<file path="config.mk">
export PLATFORM = sky130hd
export DESIGN_NAME = v_elem_valid_gen_flat
export DESIGN_NICKNAME = d
export VERILOG_FILES = /design/src/rtl/v_elem_valid_gen_if.sv /design/src/rtl/v_elem_valid_gen.sv /design/src/flat_wrapper.sv
export SDC_FILE = /design/constraint.sdc
export NUM_CORES = 1
export LEC_CHECK = 0
export ABC_AREA = 1
export CAP_MARGIN = 25
export CORE_MARGIN = 3
export CORE_UTILIZATION = 55
export CTS_CLUSTER_SIZE = 16
export DETAILED_ROUTE_END_ITERATION = 8
export DONT_BUFFER_PORTS = 1
export PLACE_DENSITY_LB_ADDON = 0.1
export SYNTH_ARGS = -nofsm -noshare
export SYNTH_HDL_FRONTEND = slang
export SYNTH_SLANG_ARGS = --single-unit
</file>
<file path="constraint.sdc">
create_clock -name clk_i -period 3.3 [get_ports clk_i]
set_input_delay 0.66 -clock clk_i [delete_from_list [all_inputs] [get_ports clk_i]]
set_output_delay 0.66 -clock clk_i [all_outputs]
set_load 0.01 [all_outputs]
</file>
<file path="src/rtl/v_elem_valid_gen_if.sv">
// Issue-side bundle for the per-lane element-valid generator: instruction
// capture, row shifting and partial-chain control, plus the per-lane flags.
interface v_elem_valid_gen_if #(
    parameter int VLANE_NUM       = 8,
    parameter int MAX_VL_PER_LANE = 256
);
    localparam int VL_W = $clog2(VLANE_NUM * MAX_VL_PER_LANE) + 1;

    logic                 load_i;
    logic [VL_W-1:0]      vl_i;
    logic [VL_W-1:0]      vstart_i;
    logic                 vm_i;
    logic                 shift_en_i;
    logic [VLANE_NUM-1:0] mask_i;
    logic                 shift_partial_i;

    logic [VLANE_NUM-1:0] valid_o;
    logic [VLANE_NUM-1:0] tail_o;
    logic                 last_o;
    logic                 busy_o;
    logic                 done_o;
    logic                 partial_results_valid_o;

    modport master (
        output load_i, vl_i, vstart_i, vm_i, shift_en_i, mask_i, shift_partial_i,
        input  valid_o, tail_o, last_o, busy_o, done_o, partial_results_valid_o
    );

    modport slave (
        input  load_i, vl_i, vstart_i, vm_i, shift_en_i, mask_i, shift_partial_i,
        output valid_o, tail_o, last_o, busy_o, done_o, partial_results_valid_o
    );
endinterface

</file>
<file path="src/rtl/v_elem_valid_gen.sv">
// Per-lane element-valid generator: walks the rows of one vector instruction and
// flags body/tail elements per lane, plus the reduction partial-result valid chain.
module v_elem_valid_gen #(
    parameter int VLANE_NUM       = 8,
    parameter int MAX_VL_PER_LANE = 256
) (
    input logic               clk_i,
    input logic               rst_i,
    v_elem_valid_gen_if.slave bus
);
    localparam int VL_W   = $clog2(VLANE_NUM * MAX_VL_PER_LANE) + 1;
    localparam int E_W    = VL_W + 1;
    localparam int LANE_W = $clog2(VLANE_NUM);
    localparam int ROW_W  = $clog2(MAX_VL_PER_LANE);
    localparam logic [VL_W-1:0] MAX_VL = VL_W'(VLANE_NUM * MAX_VL_PER_LANE);

    typedef enum logic {IDLE, RUN} state_t;

    state_t                 state_q, state_d;
    logic [ROW_W-1:0]       row_q, row_d;
    logic                   done_q, done_d;
    logic [VL_W-1:0]        vl_q, vstart_q;
    logic                   vm_q;
    logic [VLANE_NUM-2:0]   pr_q, pr_load;

    logic [VL_W-1:0]        vl_clamped, vl_in_m1, vl_q_m1, n_elems;
    logic                   has_elems;
    logic [ROW_W-1:0]       start_row, last_row;
    logic                   busy, advance, at_last;
    logic [LANE_W-1:0]      lane_lo, lane_hi;

    // Incoming instruction decode; only meaningful in the load cycle.
    assign vl_clamped = (bus.vl_i > MAX_VL) ? MAX_VL : bus.vl_i;
    assign has_elems  = bus.vstart_i < vl_clamped;
    assign vl_in_m1   = vl_clamped - 1'b1;
    assign n_elems    = vl_clamped - bus.vstart_i;
    assign start_row  = bus.vstart_i[LANE_W +: ROW_W];
    assign lane_lo    = bus.vstart_i[LANE_W-1:0];
    assign lane_hi    = vl_in_m1[LANE_W-1:0];

    assign vl_q_m1  = vl_q - 1'b1;
    assign last_row = vl_q_m1[LANE_W +: ROW_W];
    assign busy     = (state_q == RUN);
    assign advance  = bus.shift_en_i & busy;
    assign at_last  = (row_q == last_row);

    // Lanes 1..N-1 that receive at least one body element of the instruction.
    always_comb begin
        pr_load = '0;
        if (has_elems) begin
            if (n_elems >= VL_W'(VLANE_NUM)) begin
                pr_load = '1;
            end else begin
                for (int i = 0; i < VLANE_NUM - 1; i++) begin
                    if (lane_lo <= lane_hi)
                        pr_load[i] = (LANE_W'(i + 1) >= lane_lo) && (LANE_W'(i + 1) <= lane_hi);
                    else
                        pr_load[i] = (LANE_W'(i + 1) >= lane_lo) || (LANE_W'(i + 1) <= lane_hi);
                end
            end
        end
    end

    // NOTE: every signal driven here gets a default first, so no path can infer a latch.
    always_comb begin
        state_d = state_q;
        row_d   = row_q;
        done_d  = 1'b0;
        if (bus.load_i) begin
            if (has_elems) begin
                state_d = RUN;
                row_d   = start_row;
            end else begin
                state_d = IDLE;
                done_d  = 1'b1;
            end
        end else if (advance) begin
            if (at_last) begin
                state_d = IDLE;
                done_d  = 1'b1;
            end else begin
                row_d = row_q + 1'b1;
            end
        end
    end

    // NOTE: sequential state uses non-blocking assignments so all registers update together.
    always_ff @(posedge clk_i or negedge rst_i) begin
        if (!rst_i) begin
            state_q <= IDLE;
            row_q   <= '0;
            done_q  <= 1'b0;
        end else begin
            state_q <= state_d;
            row_q   <= row_d;
            done_q  <= done_d;
        end
    end

    always_ff @(posedge clk_i or negedge rst_i) begin
        if (!rst_i) begin
            vl_q     <= '0;
            vstart_q <= '0;
            vm_q     <= 1'b0;
            pr_q     <= '0;
        end else if (bus.load_i) begin
            vl_q     <= vl_clamped;
            vstart_q <= bus.vstart_i;
            vm_q     <= bus.vm_i;
            pr_q     <= pr_load;
        end else if (!advance && bus.shift_partial_i) begin
            pr_q <= pr_q >> 1;
        end
    end

    // Element index is widened by one bit so the compare against vl never wraps.
    always_comb begin
        bus.valid_o = '0;
        bus.tail_o  = '0;
        for (int l = 0; l < VLANE_NUM; l++) begin
            logic [E_W-1:0] e;
            e = E_W'({row_q, LANE_W'(l)});
            bus.valid_o[l] = advance && (e >= E_W'(vstart_q)) && (e < E_W'(vl_q))
                             && (vm_q || bus.mask_i[l]);
            bus.tail_o[l]  = advance && (e >= E_W'(vl_q));
        end
    end

    assign bus.last_o                  = advance & at_last;
    assign bus.busy_o                  = busy;
    assign bus.done_o                  = done_q;
    assign bus.partial_results_valid_o = pr_q[0];
endmodule

</file>
<file path="src/flat_wrapper.sv">
// flat-port wrapper written by rule: the top's interface ports become plain ports
module v_elem_valid_gen_flat 
#(
    parameter int VLANE_NUM       = 8,
    parameter int MAX_VL_PER_LANE = 256
)
  (clk_i, rst_i, bus_load_i, bus_vl_i, bus_vstart_i, bus_vm_i, bus_shift_en_i, bus_mask_i, bus_shift_partial_i, bus_valid_o, bus_tail_o, bus_last_o, bus_busy_o, bus_done_o, bus_partial_results_valid_o);
  v_elem_valid_gen_if #(.VLANE_NUM(VLANE_NUM), .MAX_VL_PER_LANE(MAX_VL_PER_LANE)) bus_i ();
  input logic clk_i;
  input logic rst_i;
  input wire logic [$bits(bus_i.load_i)-1:0] bus_load_i;
  input wire logic [$bits(bus_i.vl_i)-1:0] bus_vl_i;
  input wire logic [$bits(bus_i.vstart_i)-1:0] bus_vstart_i;
  input wire logic [$bits(bus_i.vm_i)-1:0] bus_vm_i;
  input wire logic [$bits(bus_i.shift_en_i)-1:0] bus_shift_en_i;
  input wire logic [$bits(bus_i.mask_i)-1:0] bus_mask_i;
  input wire logic [$bits(bus_i.shift_partial_i)-1:0] bus_shift_partial_i;
  output wire logic [$bits(bus_i.valid_o)-1:0] bus_valid_o;
  output wire logic [$bits(bus_i.tail_o)-1:0] bus_tail_o;
  output wire logic [$bits(bus_i.last_o)-1:0] bus_last_o;
  output wire logic [$bits(bus_i.busy_o)-1:0] bus_busy_o;
  output wire logic [$bits(bus_i.done_o)-1:0] bus_done_o;
  output wire logic [$bits(bus_i.partial_results_valid_o)-1:0] bus_partial_results_valid_o;
  assign bus_i.load_i = bus_load_i;
  assign bus_i.vl_i = bus_vl_i;
  assign bus_i.vstart_i = bus_vstart_i;
  assign bus_i.vm_i = bus_vm_i;
  assign bus_i.shift_en_i = bus_shift_en_i;
  assign bus_i.mask_i = bus_mask_i;
  assign bus_i.shift_partial_i = bus_shift_partial_i;
  assign bus_valid_o = bus_i.valid_o;
  assign bus_tail_o = bus_i.tail_o;
  assign bus_last_o = bus_i.last_o;
  assign bus_busy_o = bus_i.busy_o;
  assign bus_done_o = bus_i.done_o;
  assign bus_partial_results_valid_o = bus_i.partial_results_valid_o;
  v_elem_valid_gen #(.VLANE_NUM(VLANE_NUM), .MAX_VL_PER_LANE(MAX_VL_PER_LANE)) u_core (.clk_i(clk_i), .rst_i(rst_i), .bus(bus_i));
endmodule
</file>
==> results.yml <==
outcome:
  status: "finished clean"
timing:
  fin_setup_tns_ps: 0
  worst_slew_pin_slew_ps: 725
  slew_viol_final: 0
  slew_headroom_pct: 51.6
  fin_crit_sh_pct: 95.4
  finalCriticalPeriod_ps: 3150
  fmaxAchievable_mhz: 317
  final.setup_skew_ps: 12.8
  hold_viol_final: 0
  finalSetupViolations: 0
logic_synthesis:
  synthMuxAreaShare_pct: 0
  synth-compound-area-share_pct: 13.1
  avgSynthCellArea_um2: 6.30
  synth-seq-area-share_pct: 25.9
  synth_warnings: 0
  syn_area_mm2: 0.00406
  synth_xor_area_share_pct: 1.72
  ys_types: 32
  synth_top_family_by_area: "simple AND/OR/NAND/NOR gates"
  yosys.area_share.adder_pct: 12.2
  synth-simple-area-share_pct: 35.4
  synthesis.nets: 722
  ys_ff_latch: 42
  syn_inst: 645
clock_tree:
  cts_tree: "yes"
  cts.hold.buffers_added: 0
  root_buffer: "clkbuf_8"
  path_clk_slew_ps: 90
  clk_path_buf_depth: 2
  cts_sinks: 42
  cts_max_level: 2
  clock_latency_ps: 300
  cts_buffers: 5
critical_path:
  r2r-start: "u_core.vl_q[2]$_DFFE_PN0P_"
  critPathLaunchType: "flip-flop"
  endpoint_kind: "output pin"
  path_class: "reg -> out"
  required_ps: 2640
  worstPathArrival_ps: 2490
  crit_start: "u_core.row_q[2]$_DFFE_PN0P_"
  crit_path_max_fanout: 8
hold_path:
  hp-class: "in -> async"
layout:
  syn2layout_area_growth_pct: 6.37
  fill_cells: 684
  post-route-util_pct: 61.9
  final_area_mm2: 0.00432
  finalNetCount: 723
  n_antenna_cell: 0
  drive_above_1_share_pct: 5.10
  fin_cells: 743
  regArea_mm2: 0.00105
  multi_input_area_mm2: 0.00254
global_route:
  grt_pass1_wl_mm: 18.1
  grt_pass1_vias: 3843
  grt_max_degree: 49
  antenna_found_initial: 0
  gr-total-overflow: 0
  gr-usage-all-layers_pct: 26.3
die:
  io_pins: 58
  rows: 30
  die_w_um: 92.0
  fp.dieArea_mm2: 0.00846
  core_region_area_mm2: 0.00698
  initial_core_util_pct: 58.2
  die-height_um: 92.0
flow_run:
  drv_cap: 0
routing:
  vias: 4102
  drc: 0
  antenna_left: 0
  routed_wl_mm: 10.7
  drt-vias-per-instance: 5.52
  first_iter_violations: 222
  drt-pass1-iter-count: 5
  wl_per_cell_um: 14.3
placed_design:
  dp_hpwl_mm: 8.64
  dpl.cell_count: 735
  dpl_cell_area_mm2: 0.00418
  gp_congestion: 0.890
  io_buffers: 0
power_and_ir_drop:
  ir_drop_mv: 0.182
  leakage_nw: 2.41
  power_density_mw_per_mm2: 471
==> final timing paths <==
check | end | slack (ps) | depth (start not counted)
setup / recovery | bus_valid_o[2] | 150 | 9
hold / removal | u_core.vstart_q[3]$_DFFE_PN0P_ | 40 | 0
setup reg to reg | u_core.row_q[6]$_DFFE_PN0P_ | 1310 | 13
hold reg to reg | u_core.pr_q[6]$_DFFE_PN0P_ | 490 | 2
max in group asynchronous | u_core.vstart_q[11]$_DFFE_PN0P_ | 3160 | 0
min in group clk_i | u_core.vm_q$_DFFE_PN0P_ | 470 | 2
==> metrics by stage <==
stage               total power (W)  hold WS (ps)  setup WS [ps]
floorplan                   0.00134           364            213
global placement            0.00151           366           26.9
detailed placement          0.00154           366          -4.69
CTS                         0.00203          36.4            115
global route                0.00221          31.0          -29.0
finish                      0.00204          43.9            150
==> layout by cell type (no fill, tap or decap), drive strengths merged, types with 2 or more instances in the layout <==
cell	netlist	final
nand2	194	194
inv	117	117
nor2	63	63
o21ai	49	49
a21oi	43	43
dfrtp	42	42
ha	38	38
nand3	34	34
nand4	20	20
nor3	8	8
xor2	7	7
clkbuf	8	5
nor4	4	4
buf	2	4
nand3b	3	3
or2	2	2
a31oi	2	2
o41ai	2	2
o22ai	2	2
bufinv	0	2
==> flip-flops by register name, indices dropped and copies added, names as in the netlist <==
signal,flops
u_core.vl_q,12
u_core.vstart_q,12
u_core.bus.done_o,1
u_core.row_q,8
u_core.vm_q,1
u_core.bus.busy_o,1
u_core.pr_q,7
==> metal layers <==
layer  wire, µm  share of wire (%)  GRT usage (%)
met4        229                2.1           7.18
met5          0                  0              0
met1       4710                 44           35.8
met2       5010                 47           43.6
met3        707                6.6           4.02
==> critical path, stage by stage (launching register included) <==
cell	delay [ps]
dfrtp_1	490
ha_1	350
a21oi_1	70
o21ai_0	210
nand2_1	80
o211ai_1	250
nor2_1	160
inv_1	140
o21ai_0	130
a211oi_2	330
==> synth_stat cells, drive strengths merged <==
cell,instances,share of area [%]
ha,38,12
o22ai,2,0.31
nor3,8,0.99
xnor2,1,0.22
xor2,7,1.5
nor4,4,0.62
nand3b,3,0.55
a31oi,2,0.31
nand3,34,5.1
inv,117,11
o41ai,2,0.43
o21ai,49,6.2
a211oi,1,0.18
o31ai,1,0.18
buf,2,0.18
a21oi,43,5.3
nand2,194,18
o211ai,1,0.18
nor2,63,6.6
nand4,20,3.1
clkbuf,8,0.74
dfrtp,42,26
fa,1,0.49
or2,2,0.31
==> power breakdown <==
| part | total (W) | internal [W] | switching [W] |
|---|---|---|---|
| registers | 0.000707 | 0.000589 | 0.000118 |
| clock network | 0.000494 | 0.000303 | 0.000191 |
| logic | 0.000837 | 0.000300 | 0.000537 |
| total | 0.00204 | 0.00119 | 0.000846 |
==> cell type report <==
type | count | share of cell area (%)
clock inverter | 3 | 1.59
inverter | 117 | 10.2
sequential | 42 | 24.3
clock buffer | 5 | 1.59
multi-input combinational | 476 | 58.9
tap | 96 | 2.78
timing repair buffer | 4 | 0.695
==> what timing repair did <==
| action | in CTS | in global routing |
|---|---|---|
| endpoints found under the setup margin | 0 | 2 |
| setup buffers | 0 | 0 |
| resized for setup | 0 | 2 |
==> cells by family after synthesis <==
logic type / after synthesis
AO/OA/AOI/OAI: 101
buffers and inverters: 127
XOR/XNOR: 8
flip-flops: 42
AND/OR/NAND/NOR: 328
adder cells (fa/ha/maj): 39
Power figures use the tool's default switching activity.
